**src/rtl/mux4_pkg.sv**
```systemverilog
// Shared types for the registered 4-to-1 select mux.
// Holds the select enum and the input count.
package mux4_pkg;

    localparam int NUM_IN = 4;

    typedef enum logic [1:0] {
        SEL_A = 2'd0,
        SEL_B = 2'd1,
        SEL_C = 2'd2,
        SEL_D = 2'd3
    } sel_t;

endpackage

```
**src/rtl/sat_counter.sv**
```systemverilog
// Saturating up-counter with synchronous reset and clear.
// Ports: clk, rst (sync, high), clr (zero), inc (+1 unless full), q (count).
module sat_counter #(
    parameter int CNT_W = 8
) (
    input  logic             clk,
    input  logic             rst,
    input  logic             clr,
    input  logic             inc,
    output logic [CNT_W-1:0] q
);

    logic [CNT_W-1:0] r_q;

    always_ff @(posedge clk) begin
        if (rst) begin
            r_q <= '0;
        end else if (clr) begin
            // clear wins over a same-cycle increment
            r_q <= '0;
        end else if (inc && (r_q != {CNT_W{1'b1}})) begin
            r_q <= r_q + 1'b1;
        end
    end

    assign q = r_q;

endmodule

```
**src/rtl/mux4_sel_reg.sv**
```systemverilog
// Registered 4-to-1 mux on {s1,s2} with valid flag and per-input counters.
// Ports: clk, rst (sync, high), a..d, s1/s2, in_valid, cnt_clr in;
//        y, y_valid, sel_q, cnt_a..cnt_d out; y_par when MUX4_PARITY_EN defined.
module mux4_sel_reg
    import mux4_pkg::*;
#(
    parameter int WIDTH = 1,
    parameter int CNT_W = 8
) (
    input  logic             clk,
    input  logic             rst,
    input  logic [WIDTH-1:0] a,
    input  logic [WIDTH-1:0] b,
    input  logic [WIDTH-1:0] c,
    input  logic [WIDTH-1:0] d,
    input  logic             s1,
    input  logic             s2,
    input  logic             in_valid,
    input  logic             cnt_clr,
    output logic [WIDTH-1:0] y,
    output logic             y_valid,
    output logic [1:0]       sel_q,
`ifdef MUX4_PARITY_EN
    output logic             y_par,
`endif
    output logic [CNT_W-1:0] cnt_a,
    output logic [CNT_W-1:0] cnt_b,
    output logic [CNT_W-1:0] cnt_c,
    output logic [CNT_W-1:0] cnt_d
);

    sel_t              w_sel;
    logic [WIDTH-1:0]  w_data;
    logic [NUM_IN-1:0] w_inc;
    logic [CNT_W-1:0]  w_cnt [NUM_IN];

    logic [WIDTH-1:0]  r_y;
    logic              r_y_valid;
    logic [1:0]        r_sel_q;

    // Unknown select bits fall to the default arm and pick a.
    always_comb begin
        w_sel = SEL_A;
        case ({s1, s2})
            2'b01:   w_sel = SEL_B;
            2'b10:   w_sel = SEL_C;
            2'b11:   w_sel = SEL_D;
            default: w_sel = SEL_A;
        endcase
    end

    always_comb begin
        w_data = a;
        case (w_sel)
            SEL_B:   w_data = b;
            SEL_C:   w_data = c;
            SEL_D:   w_data = d;
            default: w_data = a;
        endcase
    end

    always_comb begin
        w_inc = '0;
        if (in_valid) begin
            w_inc[w_sel] = 1'b1;
        end
    end

    always_ff @(posedge clk) begin
        if (rst) begin
            r_y       <= '0;
            r_y_valid <= 1'b0;
            r_sel_q   <= 2'b00;
        end else begin
            r_y_valid <= in_valid;
            if (in_valid) begin
                r_y     <= w_data;
                r_sel_q <= w_sel;
            end
        end
    end

`ifdef MUX4_PARITY_EN
    logic r_par;

    always_ff @(posedge clk) begin
        if (rst) begin
            r_par <= 1'b0;
        end else if (in_valid) begin
            r_par <= ^w_data;
        end
    end

    assign y_par = r_par;
`endif

    for (genvar g = 0; g < NUM_IN; g++) begin : g_cnt
        sat_counter #(
            .CNT_W(CNT_W)
        ) u_cnt (
            .clk(clk),
            .rst(rst),
            .clr(cnt_clr),
            .inc(w_inc[g]),
            .q  (w_cnt[g])
        );
    end

    assign y       = r_y;
    assign y_valid = r_y_valid;
    assign sel_q   = r_sel_q;
    assign cnt_a   = w_cnt[SEL_A];
    assign cnt_b   = w_cnt[SEL_B];
    assign cnt_c   = w_cnt[SEL_C];
    assign cnt_d   = w_cnt[SEL_D];

endmodule

```
**config.mk**
```make
export PLATFORM = sky130hd
export DESIGN_NAME = mux4_sel_reg
export DESIGN_NICKNAME = d
export VERILOG_FILES = /design/src/rtl/mux4_pkg.sv /design/src/rtl/sat_counter.sv /design/src/rtl/mux4_sel_reg.sv
export SDC_FILE = /design/constraint.sdc
export NUM_CORES = 1
export LEC_CHECK = 0
export CELL_PAD_IN_SITES_DETAIL_PLACEMENT = 0
export CELL_PAD_IN_SITES_GLOBAL_PLACEMENT = 1
export CORE_AREA = 4 4 75 77
export CTS_CLUSTER_DIAMETER = 50
export DETAILED_ROUTE_END_ITERATION = 7
export DIE_AREA = 0 0 79 81
export MAX_ROUTING_LAYER = met4
export PLACE_DENSITY_LB_ADDON = 0.3
export SYNTH_ARGS = -nofsm -noshare
export SYNTH_HDL_FRONTEND = slang
export SYNTH_SLANG_ARGS = --single-unit
export TNS_END_PERCENT = 100
```
**constraint.sdc**
```tcl
create_clock -name clk -period 1.8 [get_ports clk]
set_clock_uncertainty 0.05 [all_clocks]
set_input_delay 0.36 -clock clk [delete_from_list [all_inputs] [get_ports clk]]
set_output_delay 0.36 -clock clk [all_outputs]
set_load 0.02 [all_outputs]
```
# Yosys cells after proc, flatten, opt, wreduce, memory -nomap -nowiden
# Cells that the tools add are included.
word_totals:
  output_inout_bits: 36
  register_bits: 36
  in_bits: 10
op_classes:
  reduce_logical: 6
  n_eq_ne: 10
  addsub: 4
  n_mux: 5
  order_cmp: 2
ops:
  columns: ["op", "count"]
  rows:
  - ["$add 8x1->8 const B", 4]
  - ["$ne 8x8->1 const B", 4]
  - ["$eq 2x2->1 const B", 4]
  - ["$pmux 2 s3", 1]
  - ["$logic_and 1x1->1", 5]
  - ["$eq 2x1->1 const B", 2]
  - ["$mux 4", 1]
  - ["$lt 2x3->1 const B", 1]
  - ["$pmux 1 s3", 1]
  - ["$demux 1 s2", 1]
  - ["$ge 2x1->1 const B", 1]
  - ["$reduce_or 2->1", 1]
  - ["$mux 1", 1]

# Depth between registers and ports, before layout
# Gate-level depths: netlist (run 1).
logic_depth:
  depth_word: 8
  depth_mapped: 6
  ltp_nobuf: 5

# Cells and area by module
# A second synthesis (run 1) with hierarchy kept.
unflattened:
  hier_cells: 210
  area_unflattened_um2: 1951.9
modules_own_cells:
  columns: ["mod", "area_per_inst_um2", "cells_each", "seq_area_each_um2", "instances"]
  rows:
  - ["sat_counter", 435.4, 47, 160.2, 4]
  - ["mux4_sel_reg", 210.2, 22, 80.1, 1]

# Worst setup path after synthesis (run 1)
# OpenSTA, ideal clock, no wires.
synth_path:
  path_type: "register to register"
  from: "reg g_cnt[3].u_cnt.r_q[0]"
  to: "reg g_cnt[3].u_cnt.r_q[4]"
  arrival_ns: 1.408
  path_stages_with_launch: 6
  setup_ns: 0.132
  path_slack_ns: 0.210
  path_cell_list: "dfxtp_1 ha_1 nand3_1 o21ai_1 or3_1 a21oi_1"
synth_between:
  elab_chain_cells: 2
  word_cells_on_any_way: 3
  cone_classes: "1 x add/sub; 1 x eq/ne; 1 x reduce/logical"
synth_rtl:
  columns: ["item", "line_no", "rtl"]
  rows:
  - ["from (decl)", "sat_counter.sv:13", "logic [CNT_W-1:0] r_q;"]
  - ["from (signal assigned)", "sat_counter.sv:22", "r_q <= r_q + 1'b1;"]
  - ["parallel branches: the longest is 2 deep, another holds $add 8x1->8", null, null]
# Several ways; the timed one is not identified.
# A chain may end at the register's enable or synchronous reset.

# Final worst setup path (run 1)
layout_path:
  from: "reg g_cnt[2].u_cnt.r_q[0]"
  to: "out cnt_c[0]"
layout_rtl:
  columns: ["item", "line_no", "rtl"]
  rows:
  - ["from (decl)", "sat_counter.sv:13", null]
  - ["from (signal assigned)", "sat_counter.sv:22", null]
  - ["to (decl)", "mux4_sel_reg.sv:28", "output logic [CNT_W-1:0] cnt_c,"]
# No word-level cell between the ends.

==> run_results.csv, run 1 <==
group,metric,value,unit
outcome,outcome,"finished, final reports clean",
power,ir_worst_vdd,0.298,mV
synthesis,synthesis.nets,206,
synthesis,ys_dominant_reg_cell,"sky130_fd_sc_hd__dfxtp_1",
sta,worst_hold_slack,444,ps
sta,timing_worst_slew_pin_value,334,ps
synthesis,count_of_cell_types_in_the_netlist,40,
finish,num_antenna_cells,0,
place,port_buffers,45,
finish,layout-drive-gt1-share,15.8,%
route,drt-wirelength-per-cell,12.6,um
critical_path,cpLargestDelayFamily,"buffers and inverters",
synthesis,synth.cells.most_frequent,"36 x sky130_fd_sc_hd__dfxtp_1, 18 x sky130_fd_sc_hd__nor2_1, 13 x sky130_fd_sc_hd__nand3_1",
route,remaining_drc_errors,0,
synthesis,syn_inst,192,
route,route.final.wire_length,4170,um
global_routing,maximum_number_of_pins_on_one_net_before_global_route_repair,20,
synthesis,synth_enable_flop_cells,0,
place,placed_cell_area,2400,um2
route,post_drt_antenna_nets,0,
sta,setup_violations,0,
synthesis,synth-async-reset-ratio,0,%
global_routing,gr-usage-all-layers,14.7,%
critical_path,crit_chain,"clkdlybuf4s50_1",
critical_path,cp_data_arrival_time,1330,ps
critical_path,worst-endpoint-required,1390,ps
run,max_cap_violations,0,
finish,final_design_area_no_fill,2530,um2
route,drt_first_pass_iters,4,
floorplanning,die_width,79,um
floorplanning,placeableCoreArea,5010,um2
synthesis,synth_area_per_cell,9.12,um2
synthesis,synthTopCellsByArea,"sky130_fd_sc_hd__dfxtp_1 41%, sky130_fd_sc_hd__mux2i_1 4.0%, sky130_fd_sc_hd__xor2_1 4.0%",
cts,cts-htree-levels,2,
cts,clkSinkCount,36,
critical_path,critPathMaxStageDelay,640,ps
finish,layout.nets,273,
synthesis,synth-seq-cells,36,
cts,cts.clk_slew.worst_paths,70,ps
min_path,hold_class,"flip-flop to flip-flop",
critical_path,critPathKind,"flip-flop to primary output",
sta,grt_setup_unrepaired,"false",
floorplanning,floorplan.rows,26,
floorplanning,fp.dieArea,6400,um2
finish,area_growth,44.4,%
floorplanning,die_y_extent,81,um
sta,max_freq,573,MHz
global_routing,grt_pass1_wl,7380,um
critical_path,worst_setup_path_end_kind,"primary output",
synthesis,synthDominantAreaCellType,"sky130_fd_sc_hd__dfxtp_1",
power,p_per_area,612,nW/um2
global_routing,grt_antenna_before_repair,0,
cts,cts_hold_bufs,0,
route,drt_iter0_drc,49,
cts,tritoncts,"done",
sta,hold_viol,0,
sta,final_period_minus_worst_setup_slack,1740,ps
cts,clk_root_buf,"sky130_fd_sc_hd__clkbuf_8",
sta,drv_slew,0,
synthesis,mappedNetlistArea,1750,um2
synthesis,synth_top_area_share,41.1,%
cts,max-clock-path-buffers,2,
floorplanning,pin_count,46,
floorplanning,start_util,35.0,%
power,total_leakage_power,1.08,nW
place,gp_congestion,0.767,
synthesis,synthMostInstantiatedCell,"sky130_fd_sc_hd__dfxtp_1",
critical_path,critical_path.n_buffers_inverters,1,
global_routing,grt_pass1_vias,1636,
sta,timing.max_slew.rel_slack,77.5,%
route,vias,1640,
place,placed_wire_length_estimate_after_detailed_placement,3110,um
route,via_per_inst,4.97,
global_routing,overflow,0,
synthesis,synth-seq-area-share,41.1,%
cts,cts_made_buffers,5,
critical_path,worstPathMaxFanout,4,
sta,post-route-period-util,96.9,%
cts,clock_latency_at_the_later_pin_of_the_worst_skew_pair,290,ps
critical_path,worst_setup_path_start_kind,"flip-flop",
critical_path,crit_path_slowest_cell,"sky130_fd_sc_hd__clkdlybuf4s50_1",
synthesis,ys.warnings.count,0,
==> layout make-up <==
class,count,area [um2]
fill,516,2480
multi-input combinational,143,968
sequential,36,721
timing repair buffer,67,637
tap,70,87.6
clock buffer,6,82.6
inverter,6,22.5
clock inverter,2,10.0
==> layer usage <==
| metal | share of wire (%) | track usage (%) |
|---|---|---|
| met1 | 47 | 18.1 |
| met2 | 46 | 23.1 |
| met3 | 5.5 | 4.21 |
| met4 | 1.5 | 5.15 |
| met5 | 0 | - |
==> state kept, by name (all words and copies together), names as in the netlist <==
name           count
g_cnt.u_cnt.q     32
y_valid            1
y                  1
sel_q              2
==> repair_timing <==
| action | in CTS | in global routing |
|---|---|---|
| hold endpoints to repair | 0 | 0 |
| gates resized for setup | 4 | 13 |
| endpoints found under the setup margin | 4 | 11 |
| buffers inserted | 0 | 0 |
| pin swaps | 0 | 1 |
==> layout by cell type (no fill, tap or decap), types with 6 or more instances in the layout <==
| master | synthesis | final |
|---|---|---|
| sky130_fd_sc_hd__clkbuf_8 | 0 | 6 |
| sky130_fd_sc_hd__a21oi_1 | 12 | 11 |
| sky130_fd_sc_hd__o21ai_0 | 8 | 8 |
| sky130_fd_sc_hd__nand2_1 | 9 | 9 |
| sky130_fd_sc_hd__clkdlybuf4s50_1 | 0 | 32 |
| sky130_fd_sc_hd__or3_1 | 6 | 6 |
| sky130_fd_sc_hd__nand4_1 | 7 | 7 |
| sky130_fd_sc_hd__xor2_1 | 8 | 8 |
| sky130_fd_sc_hd__o211ai_1 | 6 | 6 |
| sky130_fd_sc_hd__or4_1 | 7 | 6 |
| sky130_fd_sc_hd__mux2i_1 | 7 | 7 |
| sky130_fd_sc_hd__nand3_1 | 13 | 13 |
| sky130_fd_sc_hd__nor2_1 | 18 | 18 |
| sky130_fd_sc_hd__buf_4 | 1 | 21 |
| sky130_fd_sc_hd__inv_1 | 6 | 6 |
| sky130_fd_sc_hd__dfxtp_1 | 36 | 36 |
| sky130_fd_sc_hd__dlymetal6s2s_1 | 0 | 9 |
==> power by group <==
part	switching, mW	total (mW)	internal (mW)
clock	0.295	0.600	0.306
sequential	0.00498	0.809	0.804
combinational	0.0654	0.137	0.0719
==> stage by stage <==
stage,utilization (%),setup WS [ps],cells,power [mW],TNS [ps]
after floorplan,-,210,192,0.899,0
after global placement,48.0,-237,322,0.965,-2920
after detailed placement,48.0,-267,322,0.966,-3240
after CTS,49.7,5.67,330,1.57,0
after global routing,50.5,1.30,330,1.63,0
final,50.5,55.6,330,1.55,0
==> kinds of logic (layout without fill, tap and decap cells) <==
family / after synthesis / after routing / share of synthesized area, %
adder cells (fa/ha/maj): 4 / 4 / 2.86
XOR/XNOR: 11 / 11 / 5.50
AO/OA/AOI/OAI: 43 / 43 / 16.9
buffers and inverters: 13 / 81 / 4.29
AND/OR/NAND/NOR: 78 / 78 / 25.3
flip-flops: 36 / 36 / 41.1
multiplexers: 7 / 7 / 4.00
==> path summary, 6_finish.rpt <==
path / slack [ps] / depth (start not counted) / start / to
max: 60 / 1 / g_cnt[2].u_cnt.q[0] / cnt_c[0]
min: 440 / 2 / g_cnt[0].u_cnt.q[6] / g_cnt[0].u_cnt.q[6]
max reg2reg: 180 / 6 / g_cnt[3].u_cnt.q[0] / g_cnt[3].u_cnt.q[0]
min reg2reg: 440 / 2 / g_cnt[0].u_cnt.q[6] / g_cnt[0].u_cnt.q[6]
==> worst min-delay path, delay by kind of cell (launching register included) <==
family          cells  cell delay (ps)
buf+inv             1               70
flops               1              320
compound gates      1               60
Power figures use the tool's default switching activity.
==> run 2: changes to the inputs <==
Settings changed: HOLD_SLACK_MARGIN set to 0.05.
==> results of run 2 <==
No change in the layout: final DEF, timing and power equal those of run 1.
